<file path="src/rtl/display_scan_controller_pkg.sv">
// Shared state encodings, field widths and sizing helper for the display scan controller.
package display_scan_controller_pkg;

  localparam int CODE_W = 4;
  localparam int SEG_W  = 15;

  typedef enum logic [0:0] {
    ST_BLANK = 1'b0,
    ST_SHOW  = 1'b1
  } state_e;

  // Counter width able to hold 0..max_count-1; never narrower than one bit.
  function automatic int cnt_width(input int max_count);
    return (max_count < 2) ? 1 : $clog2(max_count);
  endfunction

endpackage

</file>
<file path="src/rtl/display_scan_controller_if.sv">
// Frame-load handshake between the host (master) and the scan controller (slave).
interface display_scan_controller_if #(
  parameter int NUM_DIGITS = 4
);
  import display_scan_controller_pkg::*;

  logic                         load_valid;
  logic                         load_ready;
  logic [CODE_W*NUM_DIGITS-1:0] load_data;

  modport master (output load_valid, output load_data, input  load_ready);
  modport slave  (input  load_valid, input  load_data, output load_ready);

endinterface

</file>
<file path="src/rtl/display_scan_controller_scan_timer.sv">
// Clearable up-counter; tc flags that the count has reached the supplied limit.
module scan_timer #(
  parameter int W = 4
) (
  input  logic         clk,
  input  logic         reset,
  input  logic         clr,
  input  logic [W-1:0] limit,
  output logic         tc
);

  logic [W-1:0] count_q;
  logic [W-1:0] count_d;

  always_comb count_d = clr ? '0 : count_q + 1'b1;

  // NOTE: sequential state is updated only with non-blocking assignments so every
  // flop samples the pre-edge values regardless of block ordering.
  always_ff @(posedge clk) begin
    if (reset) count_q <= '0;
    else       count_q <= count_d;
  end

  assign tc = (count_q == limit);

endmodule

</file>
<file path="src/rtl/display_scan_controller.sv">
// Scans NUM_DIGITS codes through one external 15-segment decoder with a dark gap per digit.
// Optional LEADING_ZERO_BLANK_EN suppresses the drive of leading zero digits.
module display_scan_controller
  import display_scan_controller_pkg::*;
#(
  parameter int NUM_DIGITS   = 4,
  parameter int DWELL_CYCLES = 1000,
  parameter int BLANK_CYCLES = 16
) (
  input  logic                       clk,
  input  logic                       reset,
  input  logic                       scan_en,
  display_scan_controller_if.slave   load_if,
  output logic [CODE_W-1:0]          digit_code,
  input  logic [SEG_W-1:0]           segment_in,
  output logic [SEG_W-1:0]           segment_out,
  output logic [NUM_DIGITS-1:0]      digit_enable,
  output logic                       frame_done
);

  localparam int TMAX = (DWELL_CYCLES > BLANK_CYCLES) ? DWELL_CYCLES : BLANK_CYCLES;
  localparam int TW   = cnt_width(TMAX);
  localparam int IW   = $clog2(NUM_DIGITS);
  localparam int DW   = CODE_W * NUM_DIGITS;

  localparam logic [TW-1:0] BLANK_LIM = TW'(BLANK_CYCLES - 1);
  localparam logic [TW-1:0] DWELL_LIM = TW'(DWELL_CYCLES - 1);
  localparam logic [IW-1:0] LAST_IDX  = IW'(NUM_DIGITS - 1);

  state_e                state_q,        state_d;
  logic [IW-1:0]         index_q,        index_d;
  logic [DW-1:0]         shadow_q,       shadow_d;
  logic [DW-1:0]         pending_q,      pending_d;
  logic                  load_ready_q,   load_ready_d;
  logic [SEG_W-1:0]      segment_out_q,  segment_out_d;
  logic [NUM_DIGITS-1:0] digit_enable_q, digit_enable_d;
  logic                  frame_done_q,   frame_done_d;

  logic          timer_clr;
  logic          timer_tc;
  logic [TW-1:0] timer_limit;
  logic          digit_lit;

  assign timer_limit = (state_q == ST_BLANK) ? BLANK_LIM : DWELL_LIM;

  scan_timer #(.W(TW)) u_timer (
    .clk   (clk),
    .reset (reset),
    .clr   (timer_clr),
    .limit (timer_limit),
    .tc    (timer_tc)
  );

`ifdef LEADING_ZERO_BLANK_EN
  // Lit when this digit or any more significant digit is non-zero; digit 0 always lit.
  always_comb begin
    digit_lit = (index_q == '0);
    for (int i = 0; i < NUM_DIGITS; i++) begin
      if (i >= int'(index_q) && shadow_q[i*CODE_W +: CODE_W] != '0) digit_lit = 1'b1;
    end
  end
`else
  assign digit_lit = 1'b1;
`endif

  always_comb begin
    // NOTE: every combinational output gets a default first, so no path can
    // leave a value unassigned and infer a latch.
    state_d        = state_q;
    index_d        = index_q;
    shadow_d       = shadow_q;
    pending_d      = pending_q;
    load_ready_d   = load_ready_q;
    segment_out_d  = segment_out_q;
    digit_enable_d = digit_enable_q;
    frame_done_d   = 1'b0;
    timer_clr      = 1'b0;

    unique case (state_q)
      ST_BLANK: begin
        if (!scan_en) begin
          timer_clr = 1'b1;
        end else if (timer_tc) begin
          state_d        = ST_SHOW;
          timer_clr      = 1'b1;
          segment_out_d  = segment_in;
          digit_enable_d = digit_lit ? (NUM_DIGITS'(1) << index_q) : '0;
        end
      end
      ST_SHOW: begin
        if (timer_tc) begin
          state_d        = ST_BLANK;
          timer_clr      = 1'b1;
          segment_out_d  = '0;
          digit_enable_d = '0;
          if (index_q == LAST_IDX) begin
            index_d      = '0;
            frame_done_d = 1'b1;
            // New frames take effect only on the wrap, never mid-frame.
            if (!load_ready_q) begin
              shadow_d     = pending_q;
              load_ready_d = 1'b1;
            end
          end else begin
            index_d = index_q + 1'b1;
          end
        end
      end
    endcase

    // Accept needs an empty slot, so it can never collide with a commit.
    if (load_if.load_valid && load_ready_q) begin
      pending_d    = load_if.load_data;
      load_ready_d = 1'b0;
    end
  end

  always_ff @(posedge clk) begin
    if (reset) begin
      // NOTE: shadow and pending are cleared too, because digit_code must read 0
      // straight out of reset and stale pending data must be discarded.
      state_q        <= ST_BLANK;
      index_q        <= '0;
      shadow_q       <= '0;
      pending_q      <= '0;
      load_ready_q   <= 1'b1;
      segment_out_q  <= '0;
      digit_enable_q <= '0;
      frame_done_q   <= 1'b0;
    end else begin
      state_q        <= state_d;
      index_q        <= index_d;
      shadow_q       <= shadow_d;
      pending_q      <= pending_d;
      load_ready_q   <= load_ready_d;
      segment_out_q  <= segment_out_d;
      digit_enable_q <= digit_enable_d;
      frame_done_q   <= frame_done_d;
    end
  end

  assign load_if.load_ready = load_ready_q;
  assign digit_code         = shadow_q[index_q*CODE_W +: CODE_W];
  assign segment_out        = segment_out_q;
  assign digit_enable       = digit_enable_q;
  assign frame_done         = frame_done_q;

endmodule

</file>
<file path="src/flat_wrapper.sv">
// flat-port wrapper written by rule: the top's interface ports become plain ports
module display_scan_controller_flat import display_scan_controller_pkg::*;
#(
  parameter int NUM_DIGITS   = 4,
  parameter int DWELL_CYCLES = 1000,
  parameter int BLANK_CYCLES = 16
)
  (clk, reset, scan_en, digit_code, segment_in, segment_out, digit_enable, frame_done, load_if_load_valid, load_if_load_data, load_if_load_ready);
  display_scan_controller_if #(.NUM_DIGITS(NUM_DIGITS)) load_if_i ();
  input  logic clk;
  input  logic reset;
  input  logic scan_en;
  output logic [CODE_W-1:0] digit_code;
  input  logic [SEG_W-1:0] segment_in;
  output logic [SEG_W-1:0] segment_out;
  output logic [NUM_DIGITS-1:0] digit_enable;
  output logic frame_done;
  input wire logic [$bits(load_if_i.load_valid)-1:0] load_if_load_valid;
  input wire logic [$bits(load_if_i.load_data)-1:0] load_if_load_data;
  output wire logic [$bits(load_if_i.load_ready)-1:0] load_if_load_ready;
  assign load_if_i.load_valid = load_if_load_valid;
  assign load_if_i.load_data = load_if_load_data;
  assign load_if_load_ready = load_if_i.load_ready;
  display_scan_controller #(.NUM_DIGITS(NUM_DIGITS), .DWELL_CYCLES(DWELL_CYCLES), .BLANK_CYCLES(BLANK_CYCLES)) u_core (.clk(clk), .reset(reset), .scan_en(scan_en), .load_if(load_if_i), .digit_code(digit_code), .segment_in(segment_in), .segment_out(segment_out), .digit_enable(digit_enable), .frame_done(frame_done));
endmodule
</file>
<file path="config.mk">
export PLATFORM = sky130hd
export DESIGN_NAME = display_scan_controller_flat
export DESIGN_NICKNAME = d
export VERILOG_FILES = /design/src/rtl/display_scan_controller_pkg.sv /design/src/rtl/display_scan_controller_if.sv /design/src/rtl/display_scan_controller_scan_timer.sv /design/src/rtl/display_scan_controller.sv /design/src/flat_wrapper.sv
export SDC_FILE = /design/constraint.sdc
export NUM_CORES = 1
export LEC_CHECK = 0
export CAP_MARGIN = 30
export CORE_ASPECT_RATIO = 0.5
export CORE_MARGIN = 1.5
export CORE_UTILIZATION = 40
export DETAILED_ROUTE_END_ITERATION = 8
export PLACE_DENSITY = 0.65
export SYNTH_ARGS = -nofsm -noshare
export SYNTH_HDL_FRONTEND = slang
export SYNTH_SLANG_ARGS = --single-unit
export TNS_END_PERCENT = 10
</file>
<file path="constraint.sdc">
create_clock -name clk -period 3.7 [get_ports clk]
set_clock_uncertainty 0.15 [all_clocks]
set_input_delay 0.555 -clock clk [delete_from_list [all_inputs] [get_ports clk]]
set_output_delay 0.555 -clock clk [all_outputs]
set_load 0.05 [all_outputs]
</file>
# == After elaboration in Yosys (flattened, before gate mapping) ==
# Cells that the tools add are included.
# word_totals
regBits,66
in_bits,35
output_inout_bits,25
elab_cells,52
# op_classes
add_sub_neg,2
n_eq_ne,5
shifts,2
muxes,21
bitwise,3
n_reduce_logical,10
# ops
op,n
$mux 15,3
$pmux 15 s2,1
$shiftx 16x5->4,1
$mux 4,3
$add 10x1->10 const B,1
$eq 10x10->1,1
$mux 10,1
$mux 1,9
$pmux 4 s2,1
$reduce_and 3->1,2
$reduce_bool 2->1,3
$ne 2x2->1 const B,2
$pmux 1 s2,2
$reduce_and 4->1,1
$shl 1x2->4 const A,1
$not 1->1,3
$reduce_or 3->1,1
$add 2x1->2 const B,1
$eq 2x2->1 const B,1
$mux 2,1
$ne 2x1->1 const B,1
$reduce_and 2->1,1
$reduce_or 2->1,1
$logic_and 1x1->1,1

# == Depth between registers and ports, before layout ==
# Gate-level depths: netlist of the first run.
# depth
word_depth,6
ltp_mapped,8
ltp_nobuf,5

# == By module ==
# Synthesis of the first run repeated with hierarchy kept, for this count alone.
# unflattened
cells_unflattened,287
hier_area_um2,2979.1
# modules_own_cells
mod,n_inst,cells_per_inst,area_each_um2
display_scan_controller,1,226,2447.3
scan_timer,1,61,531.8

# == Worst setup path before layout of the first run ==
# OpenSTA, ideal clock, no wires.
# synth_path
path_type,flip-flop to flip-flop
startpoint,register u_core.index_q[1]
endpoint,register u_core.shadow_q[10]
setup_time_ns,0.072
arrival_ns,1.909
path_slack_ns,1.570
stages_incl_launch_ff,7
n_path_buf,1
synth_period_minus_slack_ns,2.130
cell_sequence,dfxtp_1 ha_1 nand2_1 or4_1 a21oi_4 buf_4 mux2i_1
# synth_via
elab_chain_cells,2
# synth_rtl
element,line_no,rtl
start: declaration,display_scan_controller.sv:31,"logic [IW-1:0] index_q, index_d;"
start signal: assignment,display_scan_controller.sv:132,index_q <= index_d;
$eq 2x2->1,display_scan_controller.sv:96,if (index_q == LAST_IDX) begin
$reduce_and 4->1 (no source line),n/a,
end signal: assignment,display_scan_controller.sv:133,shadow_q <= shadow_d;
end: declaration,display_scan_controller.sv:32,"logic [DW-1:0] shadow_q, shadow_d;"
# Every way passes these cells.
# A chain may end at the register's enable or synchronous reset.

# == Final worst setup path of the first run ==
# layout_path
startpoint,register u_core.index_q[0]
endpoint,output port digit_code[2]
# layout_via
elab_chain_cells,1
# layout_rtl
element,line_no,rtl
$shiftx 16x5->4,display_scan_controller.sv:143,assign digit_code = shadow_q[index_q*CODE_W +: CODE_W];
end: declaration,flat_wrapper.sv:13,output logic [CODE_W-1:0] digit_code;
# Every way passes these cells.

==> results of run 1 <==
-- tightest hold or removal path: stages, from the launching register on --
cell and delay, ps:
dfxtp_1 300, nand2_1 50, a21oi_1 50
-- cell families after synthesis --
family / after synthesis / synth area share
AND/OR/NAND/NOR: 124 / 0.188
flip-flops: 66 / 0.469
buffers and inverters: 46 / 0.0720
AO/OA/AOI/OAI: 42 / 0.124
multiplexers: 23 / 0.100
XOR/XNOR: 8 / 0.0249
adder cells (fa/ha/maj): 5 / 0.0222
-- how the worst max path moves through the flow --
stage | startpoint | to | slack [ps] | cells past startpoint
after floorplan | u_core.index_q[1] | u_core.shadow_q[10] | 1570 | 6
after global placement | u_core.index_q[0] | digit_code[2] | 1150 | 2
after detailed placement | scan_en | u_core.digit_enable[2] | 1060 | 4
after CTS | u_core.index_q[0] | digit_code[2] | 790 | 2
after global routing | u_core.index_q[0] | digit_code[2] | 730 | 2
final | u_core.index_q[0] | digit_code[2] | 820 | 2
-- state kept, by name (all words and copies together) (netlist names) --
signal and count:
u_core.frame_done 1, u_core.digit_enable 4, u_core.shadow_q 16, u_core.index_q 2
u_core.load_if.load_ready 1, u_core.u_timer.count_q 10, u_core.state_q 1, u_core.pending_q 16
u_core.segment_out 15
-- per-layer routing --
metal / track usage / vias to the layer above / part of all wire / routed length (um)
li1: - / 1159 / - / -
met1: 0.197 / 1067 / 0.47 / 2760
met2: 0.294 / 38 / 0.48 / 2840
met3: 0.0496 / 9 / 0.036 / 212
met4: 0.0735 / 0 / 0.016 / 93
met5: 0 / - / 0 / 0
-- cell usage in the layout, fill, tap and decap left out, drive strengths merged, types with 4 or more instances in the layout --
| cell type | instances |
|---|---|
| a21oi | 17 |
| buf | 4 |
| clkbuf | 14 |
| clkdlybuf4s50 | 59 |
| dfxtp | 66 |
| ha | 5 |
| inv | 24 |
| mux2i | 18 |
| mux4 | 4 |
| nand2 | 92 |
| nand3 | 5 |
| nor2 | 5 |
| nor3 | 13 |
| o32ai | 18 |
| xnor2 | 6 |
-- power by group --
part           switching [mW]  total, mW  leakage, nW  internal (mW)
logic                  0.0437     0.0899        0.547         0.0462
clock network           0.275      0.739        0.123          0.464
registers             0.00651      0.730        0.534          0.724
-- per-stage QoR --
step / area [sq um] / power (mW)
after floorplan: 2820 / 0.786
after global placement: 3430 / 0.833
after detailed placement: 3430 / 0.835
after CTS: 3680 / 1.58
after global routing: 3700 / 1.62
final: 3700 / 1.56
-- final cells by class --
| class | instances | area share |
|---|---|---|
| clock buffer | 14 | 0.0687 |
| inverter | 24 | 0.0244 |
| sequential | 66 | 0.357 |
| timing repair buffer | 63 | 0.169 |
| multi-input combinational | 202 | 0.349 |
| tap | 92 | 0.0311 |
==> qor.csv, run 1 <==
metric;value;unit
Largest delay share family, worst path;buffers and inverters;
Synth top area share;0.469;
crit path cell chain;mux4_2, clkdlybuf4s50_1;
Seq/Total Area, Yosys;0.469;
max-slew violation count;0;
hold crit path type;register to register;
Clock transition at path regs;50;ps
Least-Margin Pin Slew;754;ps
VDD IR max;0.000262;V
Clock Root Buffer;clkbuf_16;
final hold violation count;0;
Tmin final;2880;ps
DIE AREA;7580;sq um
Setup crit start kind;register;
clock latency on the worst-skew pair;330;ps
Leak;1.20;nW
maximum clock frequency;0.347;GHz
Yosys warning count;0;
post-synthesis register bit count;66;
hold endpoint;u_core.pending_q[10];
layout cells sized above 1;0.0678;
reg-to-reg setup timing slack;1190;ps
Post-Syn Area;2820;sq um
initial antenna violation count;0;
Max Cap Viol;0;
EDFF count, synth;0;
Yosys top cell by area;dfxtp_1;
total grt overflow;0;
Inst Count DP;446;
Final ANT Viol Nets;0;
Site Rows;21;
synthesis-to-finish area growth;31.3;%
RSZ-0062 raised after global routing;no;
CP Buf/Inv Count;1;
DP Worst Slack;1060;ps
Worst Setup Path Type;register to primary output;
hold_ws;305;ps
I/O Buffers;59;
Tcrit/Tclk final;0.778;
Post-CTS Hold Fix Bufs;0;
Avg Inst Size Synth;8.97;sq um
routed via count;2273;
max incr delay on CP;720;ps
setup TNS;0;ps
RR Endpoint;u_core.shadow_q[9];
DIE WIDTH;122;um
IO Count;60;
Iteration-0 DRC Markers;73;
hold path start;u_core.pending_q[10];
Nets;406;
TritonCTS clock tree;done;
drt wl/cell;12.8;um
htree depth;3;
library cells used by synthesis;34;
fill cell count;618;
cell count of the worst hold path;2;
Post-CTS Resized;0;
DR pass1 iterations;4;
CP max-delay cell;clkdlybuf4s50_1;
CTS Buffer Depth;2;
Num CTS Buffers;9;
main flop type after synthesis;dfxtp_1;
ANT cells;0;
vias in the first global route;2209;
Post-Syn Instances;314;
DPL Wire Length;3980;um
Routed WL;5910;um
Global Route Usage Sum;0.171;
Slew headroom;0.494;
Vias/cell;4.93;
area of the multi-input gates;1290;sq um
fin cells;461;
DRC viols;0;
Mapped Nets;354;
worst path arrival time;2170;ps
pwr/cell area;422;nW/um^2
largest net degree at the start of global routing;39;
final worst setup slack;822;ps
post-layout util;0.547;
FF-to-FF Start;u_core.index_q[0];
status;completed;
post-CTS setup buffers;0;
Placeable Area;6750;sq um
global-route wire length before repair;10100;um
Sequential Area;1320;sq um
Worst setup EP type;primary output;
ys async rst share;0;
Sink Count;66;
Initial Util;0.417;
most frequent cell after synthesis;nand2_1;
ranking of synthesized cells by area;dfxtp_1 (47%), nand2_1 (12%), mux2i_1 (6.4%), o32ai_1 (5.6%), inv_1 (3.2%);
setup violators final;0;
R2R cell count;5;
commonest cells in the synthesized netlist;nand2_1 (92), dfxtp_1 (66), inv_1 (24), mux2i_1 (18), o32ai_1 (18);
Final GP Congestion;0.789;
required time of the critical path;2990;ps
Die Y;62.3;um
Worst Path Max Fanout;8;
Note: power is estimated with default switching activity, not from simulation.
==> inputs of run 2 (changes only) <==
clock period = 3 ns   (was 3.7 ns; I/O delays follow)
==> qor.csv, run 2 (synthesis results as in run 1) <==
metric;value;unit
status;completed;
Slew headroom;0.507;
VDD IR max;0.000325;V
cell count of the worst hold path;2;
DPL Wire Length;4120;um
max-slew violation count;0;
Final ANT Viol Nets;0;
drt wl/cell;12.8;um
Crit. path cell count;2;
DR pass1 iterations;4;
Leak;1.25;nW
CP max-delay cell;clkdlybuf4s50_1;
fill cell count;612;
RR Endpoint;u_core.shadow_q[9];
vias in the first global route;2232;
worst path arrival time;2170;ps
DRC viols;0;
required time of the critical path;2400;ps
crit path cell chain;mux4_2, clkdlybuf4s50_1;
DP Worst Slack;554;ps
Post-CTS Hold Fix Bufs;0;
Num CTS Buffers;9;
hold crit path type;register to register;
CP Buf/Inv Count;1;
Worst Setup Path Type;register to primary output;
ANT cells;0;
Placeable Area;6750;sq um
Routed WL;5970;um
synthesis-to-finish area growth;34.2;%
layout cells sized above 1;0.0856;
CTS Buffer Depth;2;
TritonCTS clock tree;done;
DIE WIDTH;122;um
final worst setup slack;225;ps
Setup crit start kind;register;
most frequent cells in the layout;nand2_1 (92), dfxtp_1 (66), clkdlybuf4s50_1 (59);
Iteration-0 DRC Markers;115;
Inst Count DP;450;
Largest delay share family, worst path;buffers and inverters;
FF-to-FF Start;u_core.index_q[0];
Finished Cell Area;3780;sq um
IO Count;60;
Least-Margin Pin Slew;734;ps
leading cell type in the layout, fill and taps excluded;nand2_1;
Sink Count;66;
routed via count;2337;
Max Cap Viol;0;
maximum clock frequency;0.360;GHz
R2R cell count;6;
hold endpoint;u_core.pending_q[5];
DIE AREA;7580;sq um
Tmin final;2770;ps
I/O Buffers;59;
Worst Path Max Fanout;8;
max incr delay on CP;720;ps
total grt overflow;0;
global-route wire length before repair;10200;um
pwr/cell area;553;nW/um^2
RSZ-0062 raised after global routing;no;
reg-to-reg setup timing slack;710;ps
setup violators final;0;
Clock Root Buffer;clkbuf_16;
largest net degree at the start of global routing;39;
setup TNS;0;ps
Post-Place Cell Area;3460;sq um
Global Route Usage Sum;0.172;
Nets;409;
hold path start;u_core.pending_q[5];
Final GP Congestion;0.780;
Vias/cell;5.02;
Worst setup EP type;primary output;
Die Y;62.3;um
Initial Util;0.417;
Post-CTS Resized;0;
final hold violation count;0;
htree depth;3;
clock latency on the worst-skew pair;320;ps
Sequential Area;1320;sq um
initial antenna violation count;0;
Site Rows;21;
area of the multi-input gates;1290;sq um
Clock transition at path regs;50;ps
post-CTS setup buffers;0;
fin cells;466;
Tcrit/Tclk final;0.925;
-- run 2: worst max-delay path by stage --
stage	startpoint	endpoint	slack (ps)
5_1_grt	u_core.index_q[0]	digit_code[2]	120
6_report	u_core.index_q[0]	digit_code[2]	230
4_1_cts	u_core.index_q[0]	digit_code[2]	170
3_3_place_gp	u_core.index_q[0]	digit_code[2]	560
3_5_place_dp	u_core.index_q[0]	digit_code[2]	550
2_1_floorplan	u_core.index_q[1]	u_core.shadow_q[10]	870
-- run 2: through the flow --
step	hold WS, ps	total power, mW	utilization
2_1_floorplan	282	0.970	-
5_1_grt	331	2.17	0.560
3_3_place_gp	287	1.03	0.513
4_1_cts	307	2.11	0.560
6_report	305	2.09	0.560
3_5_place_dp	300	1.03	0.513
-- run 2: layout make-up --
type	instances	share of cell area
timing repair buffer	66	0.170
clock inverter	1	0.00795
tap	92	0.0305
inverter	24	0.0238
multi-input combinational	202	0.342
clock buffer	15	0.0762
sequential	66	0.350
-- run 2: power by group --
part           internal, mW  total [mW]  switching, mW
Combinational        0.0579       0.112         0.0545
Sequential            0.892       0.900        0.00801
Clock                 0.733        1.08          0.345
-- run 2: layer usage --
metal	up-vias	GRT usage	wire, um
li1	1176	-	-
met1	1108	0.202	2750
met2	42	0.284	2850
met3	11	0.0597	243
met4	0	0.0779	123
met5	-	0	0
-- run 2: worst register-to-register path: cells and delay by family (launching register included) --
family | cells | cell delay (ps)
mux | 1 | 220
simple gates | 2 | 610
fa+ha+maj | 1 | 270
buf+inv | 1 | 290
flops | 1 | 550
compound gates | 1 | 130
